File: src/rtl/linescanner_frame_scheduler_if.sv
// Pixel stream bundle: raw line from the capture unit in, framed pixels out.
interface linescanner_frame_scheduler_if;
  logic       pixel_captured;
  logic [7:0] pixel_data;
  logic [7:0] out_data;
  logic       out_valid;
  logic       out_sol;
  logic       out_eol;
  logic       out_sof;
  logic       out_eof;

  // Scheduler side
  modport master (
    input  pixel_captured, pixel_data,
    output out_data, out_valid, out_sol, out_eol, out_sof, out_eof
  );

  // Capture unit / downstream side
  modport slave (
    output pixel_captured, pixel_data,
    input  out_data, out_valid, out_sol, out_eol, out_sof, out_eof
  );
endinterface

File: src/rtl/linescanner_frame_scheduler.sv
// Frame sequencer: timed per-line capture trigger, line counting, pixel
// stream framing (SOL/EOL/SOF/EOF) and short/missed/overrun fault pulses.
module linescanner_frame_scheduler #(
  parameter int PIXELS_PER_LINE = 1024,
  parameter int ENABLE_CYCLES   = 1,
  parameter int CNT_W           = 16
) (
  input  logic                 pixel_clock,
  input  logic                 n_reset,
  input  logic                 frame_start,
  input  logic                 frame_abort,
  input  logic [CNT_W-1:0]     cfg_lines,
  input  logic [CNT_W-1:0]     cfg_line_period,
  output logic                 capture_enable,
  linescanner_frame_scheduler_if.master pix,
  output logic [CNT_W-1:0]     line_index,
  output logic                 busy,
  output logic                 frame_done,
  output logic                 frame_aborted,
  output logic                 cfg_error,
  output logic                 short_line,
  output logic                 missed_line,
  output logic                 period_overrun
);

  localparam int PIX_W = $clog2(PIXELS_PER_LINE + 1);
  localparam logic [PIX_W-1:0] PIX_FULL = PIX_W'(PIXELS_PER_LINE);
  localparam logic [PIX_W-1:0] PIX_LAST = PIX_W'(PIXELS_PER_LINE - 1);
  localparam logic [CNT_W-1:0] EN_CNT   = CNT_W'(ENABLE_CYCLES);
  localparam logic [CNT_W-1:0] EN_LAST  = CNT_W'(ENABLE_CYCLES - 1);

  typedef enum logic [2:0] {
    S_IDLE, S_TRIGGER, S_WAIT_LINE, S_LINE, S_GAP, S_DONE
  } state_t;

  state_t             state_q, state_d;
  logic [CNT_W-1:0]   lines_q, lines_d;
  logic [CNT_W-1:0]   period_q, period_d;
  logic [CNT_W-1:0]   per_cnt_q, per_cnt_d;
  logic [CNT_W-1:0]   line_q, line_d;
  logic [PIX_W-1:0]   pix_q, pix_d;
  logic [7:0]         data_q, data_d;
  logic               valid_q, valid_d;
  logic               sol_q, sol_d, eol_q, eol_d, sof_q, sof_d, eof_q, eof_d;
  logic               done_q, done_d, aborted_q, aborted_d, cfg_err_q, cfg_err_d;
  logic               short_q, short_d, missed_q, missed_d, overrun_q, overrun_d;
  logic               cap_en, decide, per_last, en_last, last_line;
  logic [CNT_W:0]     line_next;

  // Period counter is zeroed at each trigger, so it reads k clocks after it.
  assign per_last  = per_cnt_q >= (period_q - CNT_W'(1));
  assign en_last   = per_cnt_q == EN_LAST;
  assign line_next = {1'b0, line_q} + {{CNT_W{1'b0}}, 1'b1};
  assign last_line = line_next == {1'b0, lines_q};

  // Next-state, pixel framing and status pulse generation
  always_comb begin
    state_d   = state_q;
    lines_d   = lines_q;
    period_d  = period_q;
    line_d    = line_q;
    pix_d     = pix_q;
    per_cnt_d = (per_cnt_q == '1) ? per_cnt_q : per_cnt_q + CNT_W'(1);
    data_d    = data_q;
    valid_d   = 1'b0;
    sol_d     = 1'b0;
    eol_d     = 1'b0;
    sof_d     = 1'b0;
    eof_d     = 1'b0;
    done_d    = 1'b0;
    aborted_d = 1'b0;
    cfg_err_d = 1'b0;
    short_d   = 1'b0;
    missed_d  = 1'b0;
    overrun_d = 1'b0;
    cap_en    = 1'b0;
    decide    = 1'b0;

    unique case (state_q)
      S_IDLE: begin
        if (frame_start) begin
          if (cfg_lines != '0 && cfg_line_period > EN_CNT) begin
            lines_d   = cfg_lines;
            period_d  = cfg_line_period;
            line_d    = '0;
            per_cnt_d = '0;
            state_d   = S_TRIGGER;
          end else begin
            cfg_err_d = 1'b1;
          end
        end
      end
      S_TRIGGER: begin
        cap_en = 1'b1;
        pix_d  = '0;
        if (en_last) state_d = S_WAIT_LINE;
      end
      S_WAIT_LINE: begin
        if (pix.pixel_captured) begin
          valid_d = 1'b1;
          data_d  = pix.pixel_data;
          sol_d   = 1'b1;
          sof_d   = (line_q == '0);
          pix_d   = PIX_W'(1);
          state_d = S_LINE;
        end else if (per_last) begin
          missed_d = 1'b1;
          decide   = 1'b1;
        end
      end
      S_LINE: begin
        if (pix.pixel_captured) begin
          // Excess pixels keep the line open but are not emitted.
          if (pix_q < PIX_FULL) begin
            valid_d = 1'b1;
            data_d  = pix.pixel_data;
            pix_d   = pix_q + PIX_W'(1);
            if (pix_q == PIX_LAST) begin
              eol_d = 1'b1;
              eof_d = last_line;
            end
          end
        end else begin
          short_d   = (pix_q < PIX_FULL);
          overrun_d = per_last;
          state_d   = S_GAP;
        end
      end
      S_GAP: begin
        if (per_last) decide = 1'b1;
      end
      S_DONE: begin
        done_d  = 1'b1;
        state_d = S_IDLE;
      end
      default: state_d = S_IDLE;
    endcase

    if (decide) begin
      if (last_line) begin
        state_d = S_DONE;
      end else begin
        state_d   = S_TRIGGER;
        line_d    = line_next[CNT_W-1:0];
        per_cnt_d = '0;
      end
    end

    // Abort overrides everything decided above in the same cycle.
    if (frame_abort && state_q != S_IDLE) begin
      state_d   = S_IDLE;
      cap_en    = 1'b0;
      valid_d   = 1'b0;
      sol_d     = 1'b0;
      eol_d     = 1'b0;
      sof_d     = 1'b0;
      eof_d     = 1'b0;
      done_d    = 1'b0;
      short_d   = 1'b0;
      missed_d  = 1'b0;
      overrun_d = 1'b0;
      aborted_d = 1'b1;
    end
  end

  // State, counters and registered outputs with synchronous active-low reset
  always_ff @(posedge pixel_clock) begin
    if (!n_reset) begin
      state_q   <= S_IDLE;
      lines_q   <= '0;
      period_q  <= '0;
      per_cnt_q <= '0;
      line_q    <= '0;
      pix_q     <= '0;
      data_q    <= '0;
      valid_q   <= 1'b0;
      sol_q     <= 1'b0;
      eol_q     <= 1'b0;
      sof_q     <= 1'b0;
      eof_q     <= 1'b0;
      done_q    <= 1'b0;
      aborted_q <= 1'b0;
      cfg_err_q <= 1'b0;
      short_q   <= 1'b0;
      missed_q  <= 1'b0;
      overrun_q <= 1'b0;
    end else begin
      state_q   <= state_d;
      lines_q   <= lines_d;
      period_q  <= period_d;
      per_cnt_q <= per_cnt_d;
      line_q    <= line_d;
      pix_q     <= pix_d;
      data_q    <= data_d;
      valid_q   <= valid_d;
      sol_q     <= sol_d;
      eol_q     <= eol_d;
      sof_q     <= sof_d;
      eof_q     <= eof_d;
      done_q    <= done_d;
      aborted_q <= aborted_d;
      cfg_err_q <= cfg_err_d;
      short_q   <= short_d;
      missed_q  <= missed_d;
      overrun_q <= overrun_d;
    end
  end

  assign busy           = (state_q != S_IDLE);
  assign capture_enable = cap_en;
  assign line_index     = line_q;
  assign frame_done     = done_q;
  assign frame_aborted  = aborted_q;
  assign cfg_error      = cfg_err_q;
  assign short_line     = short_q;
  assign missed_line    = missed_q;
  assign period_overrun = overrun_q;
  assign pix.out_data   = data_q;
  assign pix.out_valid  = valid_q & ~(frame_abort & busy);
  assign pix.out_sol    = sol_q;
  assign pix.out_eol    = eol_q;
  assign pix.out_sof    = sof_q;
  assign pix.out_eof    = eof_q;

endmodule

File: src/flat_wrapper.sv
// flat-port wrapper written by rule: the top's interface ports become plain ports
module linescanner_frame_scheduler_flat 
#(
  parameter int PIXELS_PER_LINE = 1024,
  parameter int ENABLE_CYCLES   = 1,
  parameter int CNT_W           = 16
)
  (pixel_clock, n_reset, frame_start, frame_abort, cfg_lines, cfg_line_period, capture_enable, line_index, busy, frame_done, frame_aborted, cfg_error, short_line, missed_line, period_overrun, pix_pixel_captured, pix_pixel_data, pix_out_data, pix_out_valid, pix_out_sol, pix_out_eol, pix_out_sof, pix_out_eof);
  linescanner_frame_scheduler_if pix_i ();
  input  logic pixel_clock;
  input  logic n_reset;
  input  logic frame_start;
  input  logic frame_abort;
  input  logic [CNT_W-1:0] cfg_lines;
  input  logic [CNT_W-1:0] cfg_line_period;
  output logic capture_enable;
  output logic [CNT_W-1:0] line_index;
  output logic busy;
  output logic frame_done;
  output logic frame_aborted;
  output logic cfg_error;
  output logic short_line;
  output logic missed_line;
  output logic period_overrun;
  input wire logic [$bits(pix_i.pixel_captured)-1:0] pix_pixel_captured;
  input wire logic [$bits(pix_i.pixel_data)-1:0] pix_pixel_data;
  output wire logic [$bits(pix_i.out_data)-1:0] pix_out_data;
  output wire logic [$bits(pix_i.out_valid)-1:0] pix_out_valid;
  output wire logic [$bits(pix_i.out_sol)-1:0] pix_out_sol;
  output wire logic [$bits(pix_i.out_eol)-1:0] pix_out_eol;
  output wire logic [$bits(pix_i.out_sof)-1:0] pix_out_sof;
  output wire logic [$bits(pix_i.out_eof)-1:0] pix_out_eof;
  assign pix_i.pixel_captured = pix_pixel_captured;
  assign pix_i.pixel_data = pix_pixel_data;
  assign pix_out_data = pix_i.out_data;
  assign pix_out_valid = pix_i.out_valid;
  assign pix_out_sol = pix_i.out_sol;
  assign pix_out_eol = pix_i.out_eol;
  assign pix_out_sof = pix_i.out_sof;
  assign pix_out_eof = pix_i.out_eof;
  linescanner_frame_scheduler #(.PIXELS_PER_LINE(PIXELS_PER_LINE), .ENABLE_CYCLES(ENABLE_CYCLES), .CNT_W(CNT_W)) u_core (.pixel_clock(pixel_clock), .n_reset(n_reset), .frame_start(frame_start), .frame_abort(frame_abort), .cfg_lines(cfg_lines), .cfg_line_period(cfg_line_period), .capture_enable(capture_enable), .pix(pix_i), .line_index(line_index), .busy(busy), .frame_done(frame_done), .frame_aborted(frame_aborted), .cfg_error(cfg_error), .short_line(short_line), .missed_line(missed_line), .period_overrun(period_overrun));
endmodule
File: config.mk
export PLATFORM = sky130hd
export DESIGN_NAME = linescanner_frame_scheduler_flat
export DESIGN_NICKNAME = d
export VERILOG_FILES = /design/src/rtl/linescanner_frame_scheduler_if.sv /design/src/rtl/linescanner_frame_scheduler.sv /design/src/flat_wrapper.sv
export SDC_FILE = /design/constraint.sdc
export NUM_CORES = 1
export LEC_CHECK = 0
export BUFFER_PORTS_ARGS = -buffer_cell sky130_fd_sc_hd__buf_2
export CAP_MARGIN = 25
export CORE_MARGIN = 10
export CORE_UTILIZATION = 50
export DETAILED_ROUTE_END_ITERATION = 12
export HOLD_SLACK_MARGIN = 0.12
export PLACE_DENSITY = 0.72
export SLEW_MARGIN = 0
export SYNTH_ARGS = -nofsm -noshare
export SYNTH_HDL_FRONTEND = slang
export SYNTH_SLANG_ARGS = --single-unit
File: constraint.sdc
create_clock -name pixel_clock -period 5.1 [get_ports pixel_clock]
set_input_delay 0 -clock pixel_clock [delete_from_list [all_inputs] [get_ports pixel_clock]]
set_output_delay 0 -clock pixel_clock [all_outputs]
set_load 0.01 [all_outputs]
==> report_table.html <==
<table>
<tr><th>Metric</th><th>Value</th></tr>
<tr><th colspan="2">Placed design</th></tr>
<tr><td>Dpl ws</td><td>769 ps</td></tr>
<tr><td>Number of port buffers</td><td>81</td></tr>
<tr><td>Weighted congestion reported at the end of routability-driven placement</td><td>0.898</td></tr>
<tr><td>Detailed Place HPWL</td><td>10,200 um</td></tr>
<tr><th colspan="2">STA</th></tr>
<tr><td>Pin slew with the least headroom to its limit</td><td>718 ps</td></tr>
<tr><td>Slew headroom</td><td>50.9%</td></tr>
<tr><td>Smallest hold slack</td><td>164 ps</td></tr>
<tr><td>Clock skew after layout</td><td>6.48 ps</td></tr>
<tr><td>Final worst-path setup slack</td><td>758 ps</td></tr>
<tr><td>Fraction of the cycle the final worst path needs</td><td>85.1%</td></tr>
<tr><td>Total negative slack</td><td>0 ps</td></tr>
<tr><td>Highest Clock Rate</td><td>0.230 GHz</td></tr>
<tr><td>Unrepaired setup endpoints after global routing</td><td>false</td></tr>
<tr><td>Final number of hold-violating endpoints</td><td>0</td></tr>
<tr><td>Max-slew violation total from the final report</td><td>0</td></tr>
<tr><td>Shortest clock period the worst path allows after layout</td><td>4340 ps</td></tr>
<tr><td>Number of endpoints failing setup at the final stage</td><td>0</td></tr>
<tr><th colspan="2">Detailed routing</th></tr>
<tr><td>Number of DRC violations after detailed-routing iteration 0</td><td>406</td></tr>
<tr><td>Average wire length per cell after detail routing</td><td>16.0 um</td></tr>
<tr><td>Via count</td><td>5,118</td></tr>
<tr><td>First drt pass iteration count</td><td>4</td></tr>
<tr><td>Number of remaining DRC errors</td><td>0</td></tr>
<tr><td>Detailed-route vias per instance</td><td>5.61</td></tr>
<tr><td>Residual antenna-violating net count after detailed routing</td><td>0</td></tr>
<tr><td>Routed wire length</td><td>14,600 um</td></tr>
<tr><th colspan="2">Power</th></tr>
<tr><td>Logic gate share of total power</td><td>31.7%</td></tr>
<tr><td>Leakage power of the design</td><td>2.65 nW</td></tr>
<tr><td>Sw frac</td><td>35.1%</td></tr>
<tr><td>Sw power</td><td>0.000767 W</td></tr>
<tr><td>Total design power</td><td>0.00219 W</td></tr>
<tr><td>Power density over cell area</td><td>339 nW/um2</td></tr>
<tr><td>Peak supply drop</td><td>0.199 mV</td></tr>
<tr><td>Sequential fraction of design power</td><td>41.6%</td></tr>
<tr><td>Internal power</td><td>0.00142 W</td></tr>
<tr><td>Clock power share</td><td>26.7%</td></tr>
<tr><th colspan="2">CTS</th></tr>
<tr><td>Deepest level of the CTS H-tree</td><td>3</td></tr>
<tr><td>Setup Buffers After CTS</td><td>0</td></tr>
<tr><td>Sink Count</td><td>97</td></tr>
<tr><td>Resized Gates After CTS</td><td>0</td></tr>
<tr><td>Clock Latency Late Sink</td><td>380 ps</td></tr>
<tr><td>Clock transition time at the flip-flop clock pins of the worst setup and hold paths</td><td>100 ps</td></tr>
<tr><td>Total clock buffers created by CTS</td><td>9</td></tr>
<tr><td>CTS tree</td><td>built</td></tr>
<tr><td>Number of buffers between clock root and the deepest sink</td><td>2</td></tr>
<tr><td>Clock root cell</td><td>clkbuf_8</td></tr>
<tr><th colspan="2">Setup path</th></tr>
<tr><td>Cells along the critical path</td><td>nor3_1 -&gt; nand2b_1 -&gt; or4_1 -&gt; or4_1 -&gt; nor4_1 -&gt; xnor2_1 -&gt; ha_1 -&gt; a21o_1 -&gt; a21oi_1 -&gt; a211oi_1 -&gt; a21bo_2 -&gt; o21bai_4 -&gt; nand3_2 -&gt; a311oi_1</td></tr>
<tr><td>Delay of the slowest cell on the worst path</td><td>470 ps</td></tr>
<tr><td>Combined buffer and inverter count along the critical path</td><td>0</td></tr>
<tr><td>Worst Path Required</td><td>5390 ps</td></tr>
<tr><td>Worst-path fanout max</td><td>34</td></tr>
<tr><td>Kind of cell adding the most delay to the critical path</td><td>simple AND/OR/NAND/NOR gates</td></tr>
<tr><td>Worst Setup Start Kind</td><td>register</td></tr>
<tr><td>Library cell appearing most often on the critical path</td><td>or4_1</td></tr>
<tr><td>Standard cell with the maximum stage delay on the critical path</td><td>or4_1</td></tr>
<tr><td>Setup CP Type</td><td>reg2reg</td></tr>
<tr><td>Arrival time of data at the critical path endpoint</td><td>4630 ps</td></tr>
<tr><td>Critical path endpoint category</td><td>register</td></tr>
<tr><th colspan="2">GRT</th></tr>
<tr><td>First-pass GRT wire length</td><td>23,800 um</td></tr>
<tr><td>Final global-route overflow total</td><td>0</td></tr>
<tr><td>Maximum number of pins on one net before global-route repair</td><td>38</td></tr>
<tr><td>Number of antenna violations at the first check in global routing</td><td>3</td></tr>
<tr><td>GRT Total Usage</td><td>19.3%</td></tr>
<tr><td>Vias in the first global route</td><td>4,906</td></tr>
<tr><th colspan="2">Cells and area</th></tr>
<tr><td>Area of the multi-input gates</td><td>3160 um2</td></tr>
<tr><td>Ratio of cells with drive above 1 in the final layout</td><td>15.0%</td></tr>
<tr><td>Final layout net count</td><td>836</td></tr>
<tr><td># fillers</td><td>929</td></tr>
<tr><td>Combined flip-flop and latch cell area</td><td>1940 um2</td></tr>
<tr><td>Synth-to-Final Area Change</td><td>20.2%</td></tr>
<tr><th colspan="2">Hold path</th></tr>
<tr><td>Hold/Removal Path Class</td><td>in2reg</td></tr>
<tr><th colspan="2">Floorplanning</th></tr>
<tr><td>I/O pins</td><td>82</td></tr>
<tr><td>Total Die Area</td><td>15,300 um2</td></tr>
<tr><td>Core region area</td><td>10,400 um2</td></tr>
<tr><td>Die Width</td><td>124 um</td></tr>
<tr><td>Die height</td><td>124 um</td></tr>
<tr><td>Starting Density</td><td>51.7%</td></tr>
<tr><td>Row count</td><td>37</td></tr>
<tr><th colspan="2">Logic synthesis</th></tr>
<tr><td>Post-synthesis average cell area</td><td>7.99 um2</td></tr>
<tr><td>Count of synthesis-stage warnings from yosys</td><td>0</td></tr>
<tr><td>Share of synthesized area occupied by flip-flops and latches</td><td>36.2%</td></tr>
<tr><td>Flop and latch count out of synthesis</td><td>97</td></tr>
<tr><td>Number of nets in the synthesized netlist</td><td>739</td></tr>
<tr><td>Most used flip-flop cell after synthesis</td><td>dfxtp_1</td></tr>
<tr><td>Gate count after technology mapping</td><td>672</td></tr>
<tr><td>Ys async rst share</td><td>0%</td></tr>
<tr><td>Number of library cell types mapped by synthesis</td><td>57</td></tr>
<tr><td>Netlist area before placement</td><td>5370 um2</td></tr>
<tr><td>Number of synthesized flops with an enable pin</td><td>0</td></tr>
<tr><th colspan="2">Job</th></tr>
<tr><td>Count of max-cap constraint violations</td><td>0</td></tr>
<tr><th colspan="2">Status</th></tr>
<tr><td>Run status</td><td>complete, no violations</td></tr>
</table>
[cell usage in the layout, fill, tap and decap left out, drive strengths merged, types with 3 or more instances in the layout]
master	instances
nand2	104
dfxtp	97
xor2	23
a31oi	6
xnor2	28
nand4	20
and3	12
a21oi	56
and2	4
or3	7
nor2	55
nand3	32
dlygate4sd3	43
a21o	11
nor2b	3
nor4b	3
nor4	23
o21a	4
nor3b	4
nor3	17
or4	6
inv	18
mux2i	9
o21ai	13
a211oi	10
buf	84
clkbuf	11
o21bai	4
and4	6
or2	5
nand2b	7
ha	22
o211ai	3
diode	3
[cell type report]
class	instances	share of cell area, %
Multi-Input combinational cell	517	49.0
Timing Repair Buffer	127	13.4
Sequential cell	97	30.1
Clock buffer	11	2.35
Tap cell	136	2.64
Clock inverter	5	1.34
Inverter	17	0.989
Antenna cell	3	0.116
[synth_stat cells, drive strengths merged (20+ instances only)]
library cell / number / area share [%]
dfxtp: 97 / 36
nand2: 104 / 7.3
xnor2: 28 / 4.6
nand4: 20 / 2.7
xor2: 23 / 3.8
clkbuf: 20 / 1.4
nor2: 55 / 3.8
buf: 21 / 2.3
nor4: 23 / 2.8
ha: 22 / 5.1
nand3: 32 / 3.1
a21oi: 56 / 5.2
[power groups by stage]
stage / registers [W] / logic, W / clock network, W
2_1_floorplan: 0.000895 / 0.000518 / 0
3_3_place_gp: 0.000923 / 0.000633 / 0
6_report: 0.000911 / 0.000693 / 0.000585
4_1_cts: 0.000909 / 0.000682 / 0.000596
5_1_grt: 0.000922 / 0.000779 / 0.000630
3_5_place_dp: 0.000928 / 0.000653 / 0
[path summary, 6_finish.rpt]
check	slack, ps	endpoint	start	depth (start not counted)
worst max-delay path	760	u_core.per_cnt_q[10]	u_core.period_q[2]	14
worst min-delay path	160	u_core.cfg_error	frame_start	3
worst max register to register	760	u_core.per_cnt_q[10]	u_core.period_q[2]	14
worst min register to register	480	u_core.lines_q[1]	u_core.lines_q[1]	2
[flip-flops by register name (all words and copies together), names as in the netlist, 3 cells and up]
signal	cells
u_core.pix_q	11
u_core.lines_q	16
u_core.per_cnt_q	16
u_core.state_q	3
u_core.period_q	16
u_core.line_index	16
u_core.pix.out_data	8
[repair_timing]
item / 4_1_cts / 5_1_grt
hold endpoints to repair: 57 / 0
hold buffers: 43 / 0
setup endpoints to repair: 0 / 0
[cells by family after synthesis]
| logic type | count (synthesis) | synth area share (%) |
|---|---|---|
| compound gates | 123 | 14.5 |
| xor+xnor | 51 | 8.32 |
| fa+ha+maj | 22 | 5.13 |
| buf+inv | 58 | 4.85 |
| flops | 97 | 36.2 |
| mux | 10 | 1.89 |
| simple gates | 311 | 29.1 |
[worst min-delay path, stage by stage]
cell and delay, ps:
buf_2 100, and3_1 220, and3_1 190
[stage by stage]
| step | std cells | utilization (%) | area (um2) |
|---|---|---|---|
| 3_5_place_dp | 850 | 55.6 | 5760 |
| 3_3_place_gp | 850 | 55.6 | 5760 |
| 6_report | 913 | 62.2 | 6450 |
| 4_1_cts | 909 | 62.0 | 6430 |
| 2_1_floorplan | 672 | - | 5370 |
| 5_1_grt | 913 | 62.2 | 6450 |
[metal layers]
layer / vias to the layer above / routed length, um / GRT usage (%)
met1: 2386 / 6160 / 22.4
li1: 2571 / - / -
met4: 0 / 471 / 8.44
met5: - / 0 / 0
met3: 33 / 654 / 5.48
met2: 128 / 7300 / 32.5
(Power assumes the default switching activity.)
